**config.mk**
```make
export PLATFORM = sky130hd
export DESIGN_NAME = stallable_pipeline_subtractor
export DESIGN_NICKNAME = d
export VERILOG_FILES = /design/src/rtl/stallable_pipeline_subtractor.sv
export SDC_FILE = /design/constraint.sdc
export NUM_CORES = 1
export LEC_CHECK = 0
export BUFFER_PORTS_ARGS = -buffer_cell sky130_fd_sc_hd__buf_2
export CORE_MARGIN = 8
export CORE_UTILIZATION = 53
export CTS_BUF_LIST = sky130_fd_sc_hd__clkbuf_4
export DETAILED_ROUTE_END_ITERATION = 16
export MAX_ROUTING_LAYER = met4
export PLACE_DENSITY_LB_ADDON = 0.15
export SLEW_MARGIN = 0
export SYNTH_ARGS = -nofsm -noshare
export SYNTH_HDL_FRONTEND = slang
export SYNTH_SLANG_ARGS = --single-unit
```
**constraint.sdc**
```tcl
create_clock -name clk -period 2.1 [get_ports clk]
set_input_delay 0.105 -clock clk [delete_from_list [all_inputs] [get_ports clk]]
set_output_delay 0.105 -clock clk [all_outputs]
set_load 0.03 [all_outputs]
```
**src/rtl/stallable_pipeline_subtractor.sv**
```systemverilog
// stallable_pipeline_subtractor: stallable multi-stage ripple-borrow subtractor
module stallable_pipeline_subtractor #(
    parameter int WIDTH  = 8,
    parameter int STAGES = 4
) (
    input  logic             clk,
    input  logic             rst,
    input  logic             stop,
    input  logic             valid_in,
    input  logic [WIDTH-1:0] cin_a,
    input  logic [WIDTH-1:0] cin_b,
    input  logic             b_in,
    output logic [WIDTH-1:0] diff,
    output logic             b_out,
    output logic             valid_out
);
    localparam int SL = WIDTH / STAGES;

    // Stage s resolves bits [(s+1)*SL-1:s*SL]; only the still-unresolved upper
    // operand slices travel forward, and the resolved low diff bits accumulate.
    for (genvar s = 0; s < STAGES; s++) begin : g_stage
        localparam int R = WIDTH - s * SL;
        logic [R-1:0]          a_i, b_i;
        logic                  br_i, v_i;
        logic [SL:0]           sl;
        logic [(s+1)*SL-1:0]   d_n, d_q;
        logic                  br_q, v_q;
        if (s == 0) begin : g_src
            assign a_i  = cin_a;
            assign b_i  = cin_b;
            assign br_i = b_in;
            assign v_i  = valid_in;
            assign d_n  = sl[SL-1:0];
        end else begin : g_src
            assign a_i  = g_stage[s-1].g_fwd.a_q;
            assign b_i  = g_stage[s-1].g_fwd.b_q;
            assign br_i = g_stage[s-1].br_q;
            assign v_i  = g_stage[s-1].v_q;
            assign d_n  = {sl[SL-1:0], g_stage[s-1].d_q};
        end
        // Slice subtract with one extra bit: the top bit is the slice borrow.
        always_comb
            sl = {1'b0, a_i[SL-1:0]} - {1'b0, b_i[SL-1:0]} - (SL+1)'(br_i);
        // Stage result, borrow and valid: cleared on reset, frozen on stall.
        always_ff @(posedge clk)
            if (rst) begin
                d_q  <= '0;
                br_q <= 1'b0;
                v_q  <= 1'b0;
            end else if (!stop) begin
                d_q  <= d_n;
                br_q <= sl[SL];
                v_q  <= v_i;
            end
        if (s < STAGES - 1) begin : g_fwd
            logic [R-SL-1:0] a_q, b_q;
            // Forward the operand slices later stages still need.
            always_ff @(posedge clk)
                if (rst) begin
                    a_q <= '0;
                    b_q <= '0;
                end else if (!stop) begin
                    a_q <= a_i[R-1:SL];
                    b_q <= b_i[R-1:SL];
                end
        end
    end

    assign diff      = g_stage[STAGES-1].d_q;
    assign b_out     = g_stage[STAGES-1].br_q;
    assign valid_out = g_stage[STAGES-1].v_q;
endmodule

```
* Word-level counts from Yosys, hierarchy flattened
Index checks and enable logic that the tools add are counted.
** Storage, ports and cells
- Flip-flop bits (word level) :: 52
- Input port bits :: 21
** Cells by class
- Add/subtract/negate cells :: 8
** Operators by type and width (count)
- $sub A2 B2 Y3 :: 4
- $sub A3 B1 Y3 :: 4

* Longest topological paths before layout
Gate-level depths: netlist of the first run.
- Depth in word-level cells :: 2
- Mapped depth :: 8
- Depth with buffers taken out :: 8

* Worst setup path before layout of the first run
OpenSTA, ideal clock, no wires.
- Path type :: register to register
- From :: register g_stage[2].br_q
- To :: register g_stage[3].d_q[7], in the netlist diff[7]
- Cell stages (with the launch flop) :: 9
- Data arrival time :: 1.971 ns
- Buffers on the path :: 0
- Clock period less this slack :: 2.090 ns
- Setup time :: 0.119 ns
- Setup slack :: 0.010 ns
- Path through :: dfxtp_1 inv_1 fa_1 inv_1 ha_1 or2_2 fa_1 mux2i_1 nor2_1
** Between the ends
- Longest elaborated chain between the ends :: 1
** Ends and longest elaborated chain
- from (decl) :: line 27 : logic br_q, v_q;
- from (signal assigned) :: line 52 : br_q <= sl[SL];
- $sub A3 B1 Y3 :: line 43 : sl = {1'b0, a_i[SL-1:0]} - {1'b0, b_i[SL-1:0]} - (SL+1)'(br_i);
- named net g_stage[3].sl[1] :: line 25 : logic [SL:0] sl;
- to (signal assigned) :: line 51 : d_q <= d_n;
- to (decl) :: line 26 : logic [(s+1)*SL-1:0] d_n, d_q;
The timed path passes the listed nets, and every way through them passes these cells.
A chain may end at the register's enable or synchronous reset.

* Final worst setup path of the first run
- From :: register g_stage[2].g_fwd.b_q[0]
- To :: register g_stage[3].d_q[7], in the netlist diff[7]
** Between the ends
- Longest elaborated chain between the ends :: 2
** Ends and longest elaborated chain
- from (decl) :: line 56 : logic [R-SL-1:0] a_q, b_q;
- from (signal assigned) :: line 64 : b_q <= b_i[R-1:SL];
- $sub A2 B2 Y3 :: line 43
- $sub A3 B1 Y3 :: line 43
- named net g_stage[3].sl[1] :: line 25
The timed path passes the listed nets, and every way through them passes these cells.

==> impl_metrics.ini, run 1 <==
[placement]
preCtsSetupSlack_ps = -136
post-dp-hpwl_mm = 2.40
numPlacedInstances = 267
gp_congestion = 0.684
io_buffers = 30

[status]
violations = negative setup slack
status = finished, violations left

[floorplan]
core_area_um2 = 3970
die_area_um2 = 6420
die_h_um = 80.1
rows = 23
start_util_pct = 54.9
die_x_um = 80.1
ios = 31

[clock_tree]
clock_latency_ps = 360
postCtsSetupRepairBufs = 0
cts_max_level = 2
cts_made_buffers = 5
cts_tree = yes
root_buffer = clkbuf_4
clk_path_buf_depth = 2
clock_sinks = 52
path_clk_slew_ps = 140

[logic_synthesis]
synth_edf_count = 0
postSynthCellCount = 197
yosysSeqAreaShare_pct = 47.8
ys_types = 17
postSynthAreaPerCell_um2 = 11.1
syn_nets = 228
synth_area_leaders = dfxtp_1, mux2i_1, nor2_1
synth_top_area_share_pct = 47.8
yosys_register_bits = 52
ys_top_cells_by_count = dfxtp_1, mux2i_1, nor2_1
synth_warnings = 0
yosysMostFrequentCell = dfxtp_1
ys.flop_type = dfxtp_1
yosys.area.top_type = dfxtp_1
async_flop_share_pct = 0
syn_area_um2 = 2180

[drt]
ant_nets = 0
drt_iter0_markers = 84
viasPerCell = 4.95
vias = 1420
first_pass_iters = 4
finalWirelength_mm = 3.53
wl_per_cell_um = 12.3
drc = 0

[global_route]
gr-usage-all-layers_pct = 12.3
grt_pass1_wl_mm = 6.13
grt_pass1_vias = 1434
grt_util_met3_pct = 4.13
grt_use_met2_pct = 21.9
grt_most_used_layer = met2
overflow = 0
antenna_found_initial = 0
grt_max_degree = 54
met1_usage_pct = 12.1

[worst_hold_path]
hp-class = primary input to flop

[sta]
rsz0062_at_grt = yes
period_needed_ps = 2120
finalClockSkew_ps = 13.0
hold_slack_ps = 123
setup_ws_ps = -23.0
setup_viol = 1
final_max_slew_viol_count = 0
setup_tns_ps = -23.0
slew_headroom_pct = 63.7
finalHoldViolations = 0
worst_slew_pin_slew_ps = 544
max_freq_mhz = 471
fin_crit_sh_pct = 101

[cells_and_area]
syn2layout_area_growth_pct = 14.4
final-instance-count-excl-fill = 287
fin_nets = 268
antenna_cells = 0
nFillCells = 342
drive_gt1_share_pct = 22.4

[power]
p_sw_mw = 0.435
leakagePower_nw = 1.17
comb_power_share_pct = 13.8
p_int_mw = 1.27
power_density_nw_per_um2 = 685
seqPwrFrac_pct = 62.1
report.power.total_mw = 1.71
vdd_drop_max_v = 0.000403
p_sw_share_pct = 25.4
p_clk_share_pct = 24.1

[job]
drv_cap = 0

[worst_setup_path]
crit_required_ps = 2400
critPathMaxFanout = 2
crit_type = flop to flop
start_kind = flop
arrival_ps = 2420
end_kind = flop
-- state kept, by name, summed over array words and instances, names as in the netlist --
register,cells
g_stage.d_q,12
g_stage.g_fwd.a_q,12
g_stage.g_fwd.b_q,12
diff,8
g_stage.br_q,3
g_stage.v_q,3
b_out,1
valid_out,1
-- worst paths after layout --
check,from,to,slack [ps],cells after the start
hold reg to reg,valid_out,valid_out,500,2
setup / recovery,g_stage[2].g_fwd.b_q[0],diff[7],-20,8
hold / removal,cin_b[1],g_stage[0].d_q[1],120,3
setup reg to reg,g_stage[2].g_fwd.b_q[0],diff[7],-20,8
-- layout by cell type (no fill, tap or decap), drive strengths merged --
master and count:
clkbuf 5, a211oi 5, clkinv 1, or2 1, clkinvlp 1, mux2i 47, fa 8, dlygate4sd3 13
ha 2, xnor2 1, inv 17, nor2 47, nor2b 5, dfxtp 52, buf 32
-- layout make-up --
class	instances	area, um2	share of cell area (%)
Tap cell	50	62.6	2.51
Sequential cell	52	1040	41.8
Clock inverter	2	12.5	0.502
Inverter	17	66.3	2.66
Clock buffer	5	37.5	1.51
Multi-Input combinational cell	116	963	38.6
Timing Repair Buffer	45	308	12.3
-- critical path: stages (launching register included) --
cell and delay (ps):
dfxtp_2 360, inv_2 40, fa_1 550, inv_1 50
ha_2 160, or2_4 240, fa_2 510, mux2i_1 60
nor2_1 90
-- cell families after synthesis --
logic type	after synthesis	synth area share (%)
fa+ha+maj	10	8.50
xor+xnor	1	0.402
buf+inv	29	8.38
compound gates	5	2.87
simple gates	53	10.5
mux	47	21.6
flops	52	47.8
-- power groups by stage --
stage          sequential (mW)  combinational, mW  clock (mW)
2_1_floorplan             1.09              0.168           0
3_3_place_gp              1.08              0.210           0
3_5_place_dp              1.08              0.218           0
4_1_cts                   1.06              0.239       0.435
5_1_grt                   1.07              0.262       0.477
6_report                  1.06              0.235       0.413
-- stage by stage --
step	area (um2)	util, %
detailed placement	2300	58.0
CTS	2490	62.7
finish	2490	62.8
floorplan	2180	-
global route	2490	62.8
global placement	2300	58.0
-- metal layers --
metal  share of wire, %  vias to the layer above  wire, um
li1                   -                      708         -
met1                 44                      682      1560
met2                 51                       26      1800
met3                4.0                        4       141
met4               0.96                        0        34
met5                  0                        -         0
-- what timing repair did --
item	in CTS	in global routing
gates resized for setup	5	1
hold buffers	13	0
setup endpoints to repair	2	2
endpoints found under the hold margin	13	0
pin swaps	1	1
Note: power is estimated with default switching activity, not from simulation.
==> run 2, diff against run 1 <==
--- a/config.mk
+++ b/config.mk
@@ -7,11 +7,13 @@
 export LEC_CHECK = 0
 export BUFFER_PORTS_ARGS = -buffer_cell sky130_fd_sc_hd__buf_2
 export CORE_MARGIN = 8
-export CORE_UTILIZATION = 53
+export CORE_UTILIZATION = 63
 export CTS_BUF_LIST = sky130_fd_sc_hd__clkbuf_4
+export CTS_CLUSTER_DIAMETER = 40
 export DETAILED_ROUTE_END_ITERATION = 16
 export MAX_ROUTING_LAYER = met4
 export PLACE_DENSITY_LB_ADDON = 0.15
+export SKIP_LAST_GASP = 1
 export SLEW_MARGIN = 0
 export SYNTH_ARGS = -nofsm -noshare
 export SYNTH_HDL_FRONTEND = slang
==> constraint.sdc (replaced) <==
create_clock -name clk -period 2.6 [get_ports clk]
set_input_delay 0.13 -clock clk [delete_from_list [all_inputs] [get_ports clk]]
set_output_delay 0.13 -clock clk [all_outputs]
set_load 0.03 [all_outputs]
==> run 2 against run 1 <==
Against the previous run: the run now ends clean; combinational power fell by 23%; critical path depth unchanged; sequential cell count is the same; via count fell by 4.2%; hold slack lost 110 ps; critical path type unchanged; highest routed layer unchanged.
==> impl_metrics.ini, run 2 (synthesis results as in run 1) <==
[job]
drv_cap = 0

[sta]
setup_ws_ps = 373
final_max_slew_viol_count = 0
setup_viol = 0
finalClockSkew_ps = 7.52
slew_headroom_pct = 38.6
rsz0062_at_grt = no
max_freq_mhz = 449
hold_slack_ps = 14.8
setup_tns_ps = 0
finalHoldViolations = 0
fin_crit_sh_pct = 85.7
period_needed_ps = 2230
worst_slew_pin_slew_ps = 921

[floorplan]
die_area_um2 = 5600
start_util_pct = 65.3
rows = 21
ios = 31
core_area_um2 = 3340
die_h_um = 74.8
die_x_um = 74.8

[clock_tree]
cts_max_level = 2
clock_sinks = 52
root_buffer = clkbuf_4
path_clk_slew_ps = 130
cts_made_buffers = 5
cts_tree = yes
postCtsSetupRepairBufs = 0
post_cts_resized = 0
clk_path_buf_depth = 2
clock_latency_ps = 360

[cells_and_area]
antenna_cells = 0
nFillCells = 278
layout_common_cells = dfxtp_1, mux2i_1, nor2_1
fin_nets = 262
drive_gt1_share_pct = 19.8
fin_util_pct = 72.9
final-instance-count-excl-fill = 278
final_common_cell = dfxtp_1
largestRegisters = g_stage.d_q x12, g_stage.g_fwd.a_q x12, g_stage.g_fwd.b_q x12
syn2layout_area_growth_pct = 11.7
fin_area_um2 = 2430

[global_route]
grt_pass1_vias = 1371
grt_pass1_wl_mm = 5.82
grt_max_degree = 54
gr-usage-all-layers_pct = 14.0
overflow = 0
antenna_found_initial = 0

[worst_setup_path]
crit_type = flop to flop
crit_required_ps = 2820
start_kind = flop
end_kind = flop
arrival_ps = 2450
critPathMaxFanout = 2

[placement]
io_buffers = 30
preCtsSetupSlack_ps = 360
post-dp-hpwl_mm = 2.44
numPlacedInstances = 262
gp_congestion = 0.764
place_area_um2 = 2280

[power]
leakagePower_nw = 1.16
power_density_nw_per_um2 = 601
report.power.total_mw = 1.46
vdd_drop_max_v = 0.000400

[drt]
viasPerCell = 4.89
finalWirelength_mm = 3.45
wl_per_cell_um = 12.4
first_pass_iters = 4
vias = 1360
ant_nets = 0
drt_iter0_markers = 64
drc = 0

[status]
status = finished clean

[worst_hold_path]
hp-class = primary input to flop
==> run 2: cell types whose count changed in the layout (fill, tap and decap cells not counted), sizes merged <==
cell,change
clkinv,+1
bufinv,+1
dlygate4sd3,-5
buf,-1
clkinvlp,-1
==> run 2: layout make-up <==
class / count / area (um2) / share of cell area, %
sequential: 52 / 1040 / 42.8
multi-input combinational: 116 / 956 / 39.3
timing repair buffer: 39 / 238 / 9.77
inverter: 17 / 66.3 / 2.72
tap: 46 / 57.6 / 2.37
clock buffer: 5 / 37.5 / 1.54
clock inverter: 3 / 37.5 / 1.54
==> run 2: final timing paths <==
check | start | endpoint | slack [ps] | depth (start not counted)
min | cin_a[3] | g_stage[0].g_fwd.a_q[1] | 10 | 3
max | g_stage[2].br_q | diff[7] | 370 | 8
max reg2reg | g_stage[2].br_q | diff[7] | 370 | 8
min reg2reg | g_stage[0].g_fwd.b_q[4] | g_stage[1].g_fwd.b_q[2] | 500 | 2
==> run 2: report_power, final <==
part	internal, mW	switching (mW)	total (mW)
Clock	0.197	0.227	0.423
Sequential	0.835	0.0218	0.857
Combinational	0.0873	0.0948	0.182
Total	1.12	0.343	1.46
==> run 2: timing repair <==
action,CTS,global route
hold endpoints to repair,7,1
setup endpoints to repair,0,0
hold buffers,7,1
==> run 2: routing by layer <==
metal	vias to the layer above	track usage (%)	wire, um
met5	-	-	0
met4	0	5.87	85
met3	10	4.79	154
met2	27	23.7	1660
met1	627	14.5	1540
li1	696	-	-
==> run 2: worst max-delay path: stages (launching register included) <==
cell and delay [ps]:
dfxtp_1 360, inv_1 60, fa_1 550, inv_1 60, ha_1 170, or2_2 300
fa_1 420, mux2i_1 130, nor2_1 50
==> run 3, diff against run 2 <==
--- a/config.mk
+++ b/config.mk
@@ -6,6 +6,7 @@
 export NUM_CORES = 1
 export LEC_CHECK = 0
 export BUFFER_PORTS_ARGS = -buffer_cell sky130_fd_sc_hd__buf_2
+export CORE_ASPECT_RATIO = 0.8
 export CORE_MARGIN = 8
 export CORE_UTILIZATION = 63
 export CTS_BUF_LIST = sky130_fd_sc_hd__clkbuf_4
@@ -13,6 +14,7 @@
 export DETAILED_ROUTE_END_ITERATION = 16
 export MAX_ROUTING_LAYER = met4
 export PLACE_DENSITY_LB_ADDON = 0.15
+export RECOVER_POWER = 100
 export SKIP_LAST_GASP = 1
 export SLEW_MARGIN = 0
 export SYNTH_ARGS = -nofsm -noshare
==> constraint.sdc (replaced) <==
create_clock -name clk -period 2.8 [get_ports clk]
set_input_delay 0.14 -clock clk [delete_from_list [all_inputs] [get_ports clk]]
set_output_delay 0.14 -clock clk [all_outputs]
set_load 0.03 [all_outputs]
==> run 3 against run 2 <==
Against the previous run: the run now ends with max-capacitance violations, max-slew violations left; non-clock buffer count grew 4; count of clock-buffer cells in the layout is the same; combinational power shrank 9%; sequential cell count is the same; global-route usage grew 0.46 points; critical endpoint unchanged.
==> impl_metrics.ini, run 3 (synthesis results as in run 1) <==
[sta]
slew_headroom_pct = -43.7
worst_slew_pin_slew_ps = 2160
setup_tns_ps = 0
finalHoldViolations = 0
hold_slack_ps = 21.3
setup_viol = 0
final_max_slew_viol_count = 53
period_needed_ps = 2280
fin_crit_sh_pct = 81.3
setup_ws_ps = 524
max_freq_mhz = 439
rsz0062_at_grt = no
finalClockSkew_ps = 14.0

[clock_tree]
path_clk_slew_ps = 140
postCtsHoldBufs = 11
postCtsSetupRepairBufs = 0
cts_tree = yes
cts_made_buffers = 5
post_cts_resized = 0
clock_latency_ps = 370
cts_max_level = 2
clock_sinks = 52
root_buffer = clkbuf_4
clk_path_buf_depth = 2

[worst_setup_path]
slowest_delay_ps = 560
regToRegSetupSlack_ps = 520
end_kind = flop
crit_required_ps = 3000
cp_cell_sequence = inv_1, fa_1, inv_1, ha_1, or2_2, fa_1, mux2i_1, nor2_1
r2r-start = g_stage[2].br_q
critPathMaxFanout = 2
crit_type = flop to flop
r2r_cells = 8
slowest_stage = fa_1
start_kind = flop
reg2reg_to = diff[7]
arrival_ps = 2470

[power]
leakagePower_nw = 1.13
report.power.total_mw = 1.38
vdd_drop_max_v = 0.000302
power_density_nw_per_um2 = 566

[drt]
viasPerCell = 5.03
drc = 0
first_pass_iters = 4
finalWirelength_mm = 3.61
ant_nets = 0
wl_per_cell_um = 13.0
vias = 1398
drt_iter0_markers = 97

[cells_and_area]
drive_gt1_share_pct = 14.0
fin_area_um2 = 2440
final_common_cell = dfxtp_1
fin_nets = 266
syn2layout_area_growth_pct = 11.8
antenna_cells = 0
largestRegisters = g_stage.d_q x12, g_stage.g_fwd.a_q x12, g_stage.g_fwd.b_q x12
nFillCells = 242
layout_common_cells = dfxtp_1, mux2i_1, nor2_1

[global_route]
antenna_found_initial = 0
overflow = 0
grt_util_met3_pct = 5.05
grt_use_met2_pct = 23.8
grt_pass1_wl_mm = 6.02
grt_most_used_layer = met2
grt_pass1_vias = 1348
gr-usage-all-layers_pct = 14.5
grt_max_degree = 53
met1_usage_pct = 16.3

[placement]
place_area_um2 = 2280
io_buffers = 30
preCtsSetupSlack_ps = 574
gp_congestion = 0.753
post-dp-hpwl_mm = 2.46

[floorplan]
start_util_pct = 64.6
rows = 19
core_area_um2 = 3380
ios = 31
die_area_um2 = 5610
die_h_um = 68.6
die_x_um = 81.8

[worst_hold_path]
hp-class = primary input to flop
min_from = valid_in
hold_path_depth = 3
holdPathEnd = g_stage[0].v_q

[status]
status = finished, violations left
violations = max-capacitance violations, max-slew violations

[job]
drv_cap = 1
[run 3: how the worst max path moves through the flow]
stage                                       start       to  cells past startpoint
after floorplan                   g_stage[2].br_q  diff[7]                      8
after global placement            g_stage[2].br_q  diff[7]                      8
after detailed placement          g_stage[2].br_q  diff[7]                      8
after CTS                         g_stage[2].br_q  diff[7]                      8
after global routing      g_stage[2].g_fwd.b_q[0]  diff[7]                      8
final                             g_stage[2].br_q  diff[7]                      8
[run 3: critical path: cells and delay by family (launching register included)]
kind          cells  cell delay [ps]
buf+inv           2              110
flops             1              360
fa+ha+maj         3             1160
mux               1              140
simple gates      2              340
[run 3: where the power goes]
| group | internal, mW | total, mW | switching, mW |
|---|---|---|---|
| Combinational | 0.0798 | 0.166 | 0.0863 |
| Clock | 0.187 | 0.417 | 0.230 |
| Sequential | 0.776 | 0.796 | 0.0201 |
| Total | 1.04 | 1.38 | 0.336 |
[run 3: per-stage QoR]
| step | util, % | instances |
|---|---|---|
| after global routing | 72.2 | 278 |
| after CTS | 73.2 | 278 |
| after floorplan | - | 197 |
| final | 72.2 | 278 |
| after detailed placement | 67.6 | 259 |
| after global placement | 67.6 | 259 |
[run 3: layout make-up]
| class | count | area (um2) | area share (%) |
|---|---|---|---|
| Sequential cell | 52 | 1040 | 42.7 |
| Multi-Input combinational cell | 116 | 936 | 38.4 |
| Timing Repair Buffer | 43 | 262 | 10.7 |
| Inverter | 17 | 66.3 | 2.72 |
| Tap cell | 42 | 52.6 | 2.16 |
| Clock inverter | 3 | 42.5 | 1.75 |
| Clock buffer | 5 | 37.5 | 1.54 |
[run 3: layer usage]
layer	routed length (um)	vias to the layer above
li1	-	700
met1	1640	664
met2	1730	27
met3	170	7
met4	58	0
met5	0	-
